==> src/rtl/fifo_pkg.sv <==
// Shared FIFO constants and width helpers used by the strobe FIFO, its interface and the bench.
package fifo_pkg;

    localparam int DEF_DATA_WIDTH = 16;
    localparam int DEF_ADDR_WIDTH = 5;

    function automatic int clog2(input int n);
        int r;
        int v;
        r = 0;
        v = n - 1;
        while (v > 0) begin
            r++;
            v = v >> 1;
        end
        return r;
    endfunction

    // Level must represent 0..DEPTH inclusive, hence one bit wider than a pointer.
    function automatic int lvl_width(input int aw);
        return aw + 1;
    endfunction

endpackage

==> src/rtl/strobe_fifo_if.sv <==
// Host-side bus of the strobe FIFO: data, strobes, error clear, status flags and fill level.
// The master drives writes and reads; the slave (the FIFO) answers with data and status.
interface strobe_fifo_if
    import fifo_pkg::*;
#(
    parameter int DATA_WIDTH = DEF_DATA_WIDTH,
    parameter int ADDR_WIDTH = DEF_ADDR_WIDTH
);
    logic [DATA_WIDTH-1:0]              din;
    logic                               wr_en;
    logic                               rd_en;
    logic                               err_clr;
    logic [DATA_WIDTH-1:0]              dout;
    logic                               empty;
    logic                               full;
    logic                               almost_empty;
    logic                               almost_full;
    logic [lvl_width(ADDR_WIDTH)-1:0]   level;
    logic                               overflow;
    logic                               underflow;

    modport master (
        output din, wr_en, rd_en, err_clr,
        input  dout, empty, full, almost_empty, almost_full, level, overflow, underflow
    );

    modport slave (
        input  din, wr_en, rd_en, err_clr,
        output dout, empty, full, almost_empty, almost_full, level, overflow, underflow
    );
endinterface

==> src/rtl/strobe_rise.sv <==
// Strobe qualifier: rising-edge detect on a held host strobe, or pass-through when EDGE_EN=0.
// Zero latency from en_i to stb_o; no backpressure, the caller decides whether the strobe is accepted.
module strobe_rise #(
    parameter bit EDGE_EN = 1'b1
) (
    input  logic clk,
    input  logic rst,
    input  logic en_i,
    output logic stb_o
);
    logic en_q;

    always_ff @(posedge clk or posedge rst) begin
        if (rst) en_q <= 1'b0;
        else     en_q <= en_i;
    end

    assign stb_o = EDGE_EN ? (en_i & ~en_q) : en_i;
endmodule

==> src/rtl/strobe_fifo.sv <==
// Synchronous FIFO with edge/level strobes, optional FWFT, threshold flags and sticky errors.
// Read data 1 cycle after an accepted read (FWFT=0) or combinational head (FWFT=1); writes when full and reads when empty are dropped and flagged.
module strobe_fifo
    import fifo_pkg::*;
#(
    parameter int DATA_WIDTH = DEF_DATA_WIDTH,
    parameter int ADDR_WIDTH = DEF_ADDR_WIDTH,
    parameter bit EDGE_EN    = 1'b1,
    parameter bit FWFT       = 1'b0,
    parameter int AF_THRESH  = (1 << ADDR_WIDTH) - 2,
    parameter int AE_THRESH  = 2
) (
    input  logic          clk,
    input  logic          rst,
    strobe_fifo_if.slave  bus
);
    localparam int DEPTH = 1 << ADDR_WIDTH;
    localparam int PTR_W = clog2(DEPTH);
    localparam int LVL_W = lvl_width(ADDR_WIDTH);

    logic                  wr_stb, rd_stb;
    logic                  wr_acc, rd_acc;
    logic                  empty, full;

    logic [DATA_WIDTH-1:0] mem [DEPTH];
    logic [PTR_W-1:0]      wr_ptr_q, wr_ptr_d;
    logic [PTR_W-1:0]      rd_ptr_q, rd_ptr_d;
    logic [LVL_W-1:0]      level_q, level_d;
    logic                  ovf_q, ovf_d;
    logic                  unf_q, unf_d;
    logic [DATA_WIDTH-1:0] dout_q, dout_d;

    strobe_rise #(.EDGE_EN(EDGE_EN)) u_wr_rise (
        .clk   (clk),
        .rst   (rst),
        .en_i  (bus.wr_en),
        .stb_o (wr_stb)
    );

    strobe_rise #(.EDGE_EN(EDGE_EN)) u_rd_rise (
        .clk   (clk),
        .rst   (rst),
        .en_i  (bus.rd_en),
        .stb_o (rd_stb)
    );

    assign empty = (level_q == '0);
    assign full  = (level_q == LVL_W'(DEPTH));

    always_comb begin
        wr_acc   = wr_stb & ~full;
        rd_acc   = rd_stb & ~empty;
        wr_ptr_d = wr_acc ? wr_ptr_q + PTR_W'(1) : wr_ptr_q;
        rd_ptr_d = rd_acc ? rd_ptr_q + PTR_W'(1) : rd_ptr_q;
        level_d  = level_q;
        case ({wr_acc, rd_acc})
            2'b10:   level_d = level_q + LVL_W'(1);
            2'b01:   level_d = level_q - LVL_W'(1);
            default: level_d = level_q;
        endcase
        // A new error event outranks a clear arriving in the same cycle.
        ovf_d  = (wr_stb & full)  | (ovf_q & ~bus.err_clr);
        unf_d  = (rd_stb & empty) | (unf_q & ~bus.err_clr);
        dout_d = rd_acc ? mem[rd_ptr_q] : dout_q;
    end

    always_ff @(posedge clk or posedge rst) begin
        if (rst) begin
            wr_ptr_q <= '0;
            rd_ptr_q <= '0;
            level_q  <= '0;
            ovf_q    <= 1'b0;
            unf_q    <= 1'b0;
            dout_q   <= '0;
        end else begin
            wr_ptr_q <= wr_ptr_d;
            rd_ptr_q <= rd_ptr_d;
            level_q  <= level_d;
            ovf_q    <= ovf_d;
            unf_q    <= unf_d;
            dout_q   <= dout_d;
        end
    end

    always_ff @(posedge clk) begin
        if (wr_acc) mem[wr_ptr_q] <= bus.din;
    end

    assign bus.dout         = FWFT ? mem[rd_ptr_q] : dout_q;
    assign bus.empty        = empty;
    assign bus.full         = full;
    assign bus.almost_empty = (level_q <= LVL_W'(AE_THRESH));
    assign bus.almost_full  = (level_q >= LVL_W'(AF_THRESH));
    assign bus.level        = level_q;
    assign bus.overflow     = ovf_q;
    assign bus.underflow    = unf_q;
endmodule
==> src/flat_wrapper.sv <==
// flat-port wrapper written by rule: the top's interface ports become plain ports
module strobe_fifo_flat import fifo_pkg::*;
#(
    parameter int DATA_WIDTH = DEF_DATA_WIDTH,
    parameter int ADDR_WIDTH = DEF_ADDR_WIDTH,
    parameter bit EDGE_EN    = 1'b1,
    parameter bit FWFT       = 1'b0,
    parameter int AF_THRESH  = (1 << ADDR_WIDTH) - 2,
    parameter int AE_THRESH  = 2
)
  (clk, rst, bus_din, bus_wr_en, bus_rd_en, bus_err_clr, bus_dout, bus_empty, bus_full, bus_almost_empty, bus_almost_full, bus_level, bus_overflow, bus_underflow);
  strobe_fifo_if #(.DATA_WIDTH(DATA_WIDTH), .ADDR_WIDTH(ADDR_WIDTH)) bus_i ();
  input  logic clk;
  input  logic rst;
  input wire logic [$bits(bus_i.din)-1:0] bus_din;
  input wire logic [$bits(bus_i.wr_en)-1:0] bus_wr_en;
  input wire logic [$bits(bus_i.rd_en)-1:0] bus_rd_en;
  input wire logic [$bits(bus_i.err_clr)-1:0] bus_err_clr;
  output wire logic [$bits(bus_i.dout)-1:0] bus_dout;
  output wire logic [$bits(bus_i.empty)-1:0] bus_empty;
  output wire logic [$bits(bus_i.full)-1:0] bus_full;
  output wire logic [$bits(bus_i.almost_empty)-1:0] bus_almost_empty;
  output wire logic [$bits(bus_i.almost_full)-1:0] bus_almost_full;
  output wire logic [$bits(bus_i.level)-1:0] bus_level;
  output wire logic [$bits(bus_i.overflow)-1:0] bus_overflow;
  output wire logic [$bits(bus_i.underflow)-1:0] bus_underflow;
  assign bus_i.din = bus_din;
  assign bus_i.wr_en = bus_wr_en;
  assign bus_i.rd_en = bus_rd_en;
  assign bus_i.err_clr = bus_err_clr;
  assign bus_dout = bus_i.dout;
  assign bus_empty = bus_i.empty;
  assign bus_full = bus_i.full;
  assign bus_almost_empty = bus_i.almost_empty;
  assign bus_almost_full = bus_i.almost_full;
  assign bus_level = bus_i.level;
  assign bus_overflow = bus_i.overflow;
  assign bus_underflow = bus_i.underflow;
  strobe_fifo #(.DATA_WIDTH(DATA_WIDTH), .ADDR_WIDTH(ADDR_WIDTH), .EDGE_EN(EDGE_EN), .FWFT(FWFT), .AF_THRESH(AF_THRESH), .AE_THRESH(AE_THRESH)) u_core (.clk(clk), .rst(rst), .bus(bus_i));
endmodule
==> config.mk <==
export PLATFORM = sky130hd
export DESIGN_NAME = strobe_fifo_flat
export DESIGN_NICKNAME = d
export VERILOG_FILES = /design/src/rtl/fifo_pkg.sv /design/src/rtl/strobe_fifo_if.sv /design/src/rtl/strobe_rise.sv /design/src/rtl/strobe_fifo.sv /design/src/flat_wrapper.sv
export SDC_FILE = /design/constraint.sdc
export NUM_CORES = 1
export LEC_CHECK = 0
export ABC_AREA = 1
export CAP_MARGIN = 20
export CORE_AREA = 2 2 193 195
export DETAILED_ROUTE_END_ITERATION = 8
export DIE_AREA = 0 0 195 197
export PLACE_DENSITY = 0.82
export SYNTH_ARGS = -nofsm -noshare
export SYNTH_HDL_FRONTEND = slang
export SYNTH_SLANG_ARGS = --single-unit
==> constraint.sdc <==
create_clock -name clk -period 7.5 [get_ports clk]
set_input_delay 1.5 -clock clk [delete_from_list [all_inputs] [get_ports clk]]
set_output_delay 1.5 -clock clk [all_outputs]
set_load 0.01 [all_outputs]
==> results.txt <==
----------------------------------------------------
[Run status]
  Status ... finished clean

[STA]
  Sum of negative setup slack ... 0 ns
  Setup repair after global routing missed its margin ... false
  Worst slew margin relative to its limit ... 0.03102
  Clock period minus final worst setup slack ... 3.911 ns
  Layout Skew ... approximately 0.018 ns
  Worst Slack Setup Final ... 3.589 ns
  Final-report max-slew violation count ... 0
  Final hold viol count ... 0
  Share of the clock period used by the worst path ... 0.5215
  Highest clock frequency the design can meet ... around 260 MHz
  Finish-stage setup viols ... 0
  Slew at the pin closest to its max-slew limit ... 1.453 ns

[Finish]
  Net count of the finished layout ... around 2200
  Layout cell share with drive strength beyond 1 ... 0.06410
  Filler Cells Inserted ... 2382
  Top library cells by usage in the layout, fill and taps aside ... sky130_fd_sc_hd__nand2_1, sky130_fd_sc_hd__edfxtp_1, sky130_fd_sc_hd__nand3_1
  Antenna diodes ... 0
  Area growth syn-to-layout ... 10.92%
  Layout Utilization ... 0.7123
  Number of cells in the finished layout apart from fillers ... around 2700
  Commonest non-fill, non-tap cell in the layout ... sky130_fd_sc_hd__nand2_1

[Worst setup path]
  Dominant cell type by count on the critical path ... sky130_fd_sc_hd__nor2_1
  Cell class contributing the biggest share of worst-path delay ... buffers and inverters
  Worst Path Max Fanout ... 22
  Worst setup EP type ... flip-flop
  Slowest cell on the critical path ... sky130_fd_sc_hd__inv_1
  Required time of the worst setup path ... 7.96 ns
  Reg-to-reg endpoint ... u_core.bus.dout[15]$_DFFE_PP0P_
  Critical path's largest stage delay ... between 0.6 and 0.7 ns
  Number of buffers and inverters on the critical path ... 3
  Startpoint of the lowest-slack register-to-register path ... u_core.rd_ptr_q[0]$_DFFE_PP0P_
  Arrival time reported for the critical path endpoint ... 4.37 ns
  Timing startpoint of the critical path ... bus_rd_en
  Reg-to-reg setup timing slack ... 3.74 ns
  Number of cells on the worst reg-to-reg path ... 9
  Classification of the worst setup path ... in -> reg
  CP cell instances ... clkdlybuf4s50_1 -> inv_1 -> nor2_1 -> nand2_2 -> inv_1 -> ha_1 -> nor2_1 -> nor2_1 -> ha_1 -> o21bai_1 -> nand3_1 -> nand2_1 -> nand2_1 -> nand3_1 -> o21ai_0
  Kind of start point of the critical path ... input pin

[CTS]
  Number of gates given a new drive strength after cts ... 0
  Hold-fix buffers at CTS ... 0
  TritonCTS clock tree ... done
  # Post-CTS Setup Buffers ... 0
  Maximum level of the CTS H-tree ... 2
  Number of sinks handled by clock tree synthesis ... 548
  CTS Root Buffer Type ... sky130_fd_sc_hd__clkbuf_16
  TritonCTS Buffers ... 52
  Clock buffer depth ... 3
  Clock-pin slew on the worst setup and hold paths ... approximately 0.06 ns
  Worst-skew pair later-pin latency ... roughly 0.60 ns

[Detailed routing]
  Antenna-violating nets left ... 0
  DRC violations left ... 0
  WL/cell ... 21.88 um
  Routed via count divided by cell count ... 5.907
  Count of routing violations after the opening detailed-route iteration ... 2263
  DR pass1 iterations ... 7
  Total wire length after detailed routing ... 59730 um
  Routed vias ... roughly 16000

[Worst hold path]
  Min-delay worst type ... reg -> reg
  Destination of the worst hold path ... u_core.bus.dout[3]$_DFFE_PP0P_
  Start point of the worst min-delay path ... u_core.bus.dout[3]$_DFFE_PP0P_
  WHS Path Cells ... 2

[Floorplan]
  Die H ... 197 um
  Std-Cell Core Area ... about 36000 um^2
  Initial core utilization ... 0.6421
  Die boundary width ... 195 um
  I/O pin total ... 49
  Total die area ... 38420 um^2
  Num rows ... 70

[Pwr]
  Switching part of the total ... 0.3730
  Total net switching power ... 3.558 mW
  Power share of the clock group ... 0.285
  Combinational Power Share ... 0.321
  Standby leakage power ... 10.47 nW
  Power consumption ... 9.539 mW
  Peak supply drop ... 0.2557 mV
  Internal power of the cells ... between 5 and 6 mW
  Fraction of power consumed by sequential logic ... 0.394
  Power per cell area ... 369.3 nW/um^2

[Global route]
  Largest net degree at the start of global routing ... ~230
  Initial antenna violation count ... 3
  Global-route wire length before repair ... 90160 um
  Total routing usage reported by global routing ... 0.3177
  Number of global-route vias before repair ... 15830
  Leftover overflow at the end of global routing ... 0

[Yosys]
  Number of instances in the synthesized netlist ... 2180
  Post-synthesis cell type count ... 26
  Syn nets ... 2209
  Syn Area/Cell ... 10.68 um^2
  Yosys warns ... 0
  Number of flip-flops and latches in the synthesized netlist ... about 550
  Cell area after synthesis ... between 20000 and 25000 um^2
  Sequential area share after synthesis ... 0.6990

[Place]
  Weighted congestion at the end of routability-driven global placement ... roughly 1
  Minimum setup slack after placement ... about 3.1 ns
  Placed Cells incl. Taps ... ~2600
  Port Buffers ... between 40 and 50
  DPL Wire Length ... 34810 um

[Run]
  Max Cap Violations ... 0

----------------------------------------------------
worst max-delay path by stage:
stage | endpoint | slack (ns) | cells past startpoint
2_1_floorplan | u_core.mem[3][0]$_DFFE_PP_ | 4.16 | 4
3_3_place_gp | u_core.bus.level[4]$_DFFE_PP0P_ | 3.10 | 15
3_5_place_dp | u_core.bus.level[4]$_DFFE_PP0P_ | 3.06 | 15
4_1_cts | u_core.bus.level[4]$_DFFE_PP0P_ | 3.66 | 15
5_1_grt | u_core.bus.level[4]$_DFFE_PP0P_ | 3.36 | 15
6_report | u_core.bus.level[4]$_DFFE_PP0P_ | 3.59 | 15
through the flow:
| step | hold slack [ns] | instance area, um^2 |
|---|---|---|
| 2_1_floorplan | 0.5085 | 23280 |
| 3_3_place_gp | 0.4698 | 23970 |
| 3_5_place_dp | 0.4676 | 24010 |
| 4_1_cts | 0.4854 | 25790 |
| 5_1_grt | 0.4988 | 25830 |
| 6_report | 0.4865 | 25830 |
power groups by stage:
stage	logic (mW)	registers (mW)	clock network [mW]
floorplan	2.10	3.67	0
global placement	2.85	3.80	0
detailed placement	2.94	3.81	0
CTS	2.97	3.75	2.73
global route	3.30	3.77	2.85
finish	3.07	3.75	2.72
synth_stat cells:
| cell | count | area (um^2) |
|---|---|---|
| sky130_fd_sc_hd__inv_2 | 2 | 7.510 |
| sky130_fd_sc_hd__inv_1 | 240 | 900.9 |
| sky130_fd_sc_hd__o41ai_1 | 1 | 8.760 |
| sky130_fd_sc_hd__a2111oi_0 | 1 | 8.760 |
| sky130_fd_sc_hd__nand2_2 | 2 | 12.51 |
| sky130_fd_sc_hd__o21ai_0 | 26 | 130.1 |
| sky130_fd_sc_hd__ha_1 | 8 | 100.1 |
| sky130_fd_sc_hd__clkbuf_1 | 15 | 56.30 |
| sky130_fd_sc_hd__nand4_1 | 4 | 25.02 |
| sky130_fd_sc_hd__inv_4 | 1 | 6.260 |
| sky130_fd_sc_hd__dfrtp_1 | 36 | 900.9 |
| sky130_fd_sc_hd__o22ai_1 | 1 | 6.260 |
| sky130_fd_sc_hd__nor2_1 | 137 | 514.2 |
| sky130_fd_sc_hd__nand2_1 | 734 | 2755 |
| sky130_fd_sc_hd__buf_12 | 1 | 20.02 |
| sky130_fd_sc_hd__o21bai_1 | 1 | 7.510 |
| sky130_fd_sc_hd__buf_2 | 59 | 295.3 |
| sky130_fd_sc_hd__nand3_1 | 319 | 1597 |
| sky130_fd_sc_hd__buf_1 | 6 | 22.52 |
| sky130_fd_sc_hd__buf_6 | 14 | 157.7 |
| sky130_fd_sc_hd__a21oi_1 | 33 | 165.2 |
| sky130_fd_sc_hd__xnor2_1 | 3 | 26.28 |
| sky130_fd_sc_hd__nor3_1 | 2 | 10.01 |
| sky130_fd_sc_hd__buf_4 | 14 | 105.1 |
| sky130_fd_sc_hd__xor2_1 | 8 | 70.07 |
| sky130_fd_sc_hd__edfxtp_1 | 512 | 15370 |
routing by layer:
layer  GRT usage  vias to the layer above  share of wire
met1      0.4153                     7660           0.35
met3     0.05835                      170           0.11
met2      0.5142                     1034           0.48
li1            -                     7258              -
met4      0.1688                        4          0.052
met5           0                        -        0.00040
worst register-to-register path: cells and delay by family (launching register included):
kind | cells | cell delay, ns
flops | 1 | 0.70
compound gates | 1 | 0.09
buf+inv | 2 | 1.85
simple gates | 6 | 1.00
cell type report:
type,count,area [um^2],share of cell area
clock buffer,64,1463,0.05663
timing repair buffer,94,809.5,0.03135
clock inverter,33,319.1,0.01235
tap,468,585.6,0.02267
inverter,243,919.6,0.03561
multi-input combinational,1280,5446,0.2109
sequential,548,16280,0.6305
flip-flops by register name, summed over array words and instances, names as in the netlist:
register               cells
u_core.wr_ptr_q            5
u_core.bus.level           6
u_core.bus.overflow        1
u_core.bus.underflow       1
u_core.mem               512
u_core.u_rd_rise.en_q      1
u_core.bus.dout           16
u_core.rd_ptr_q            5
u_core.u_wr_rise.en_q      1
cells by family after synthesis:
kind of cell,synth area share
AND/OR/NAND/NOR,0.2110
flip-flops,0.6990
AO/OA/AOI/OAI,0.01403
XOR/XNOR,0.004138
buffers and inverters,0.06749
adder cells (fa/ha/maj),0.004299
Note: power is estimated with default switching activity, not from simulation.
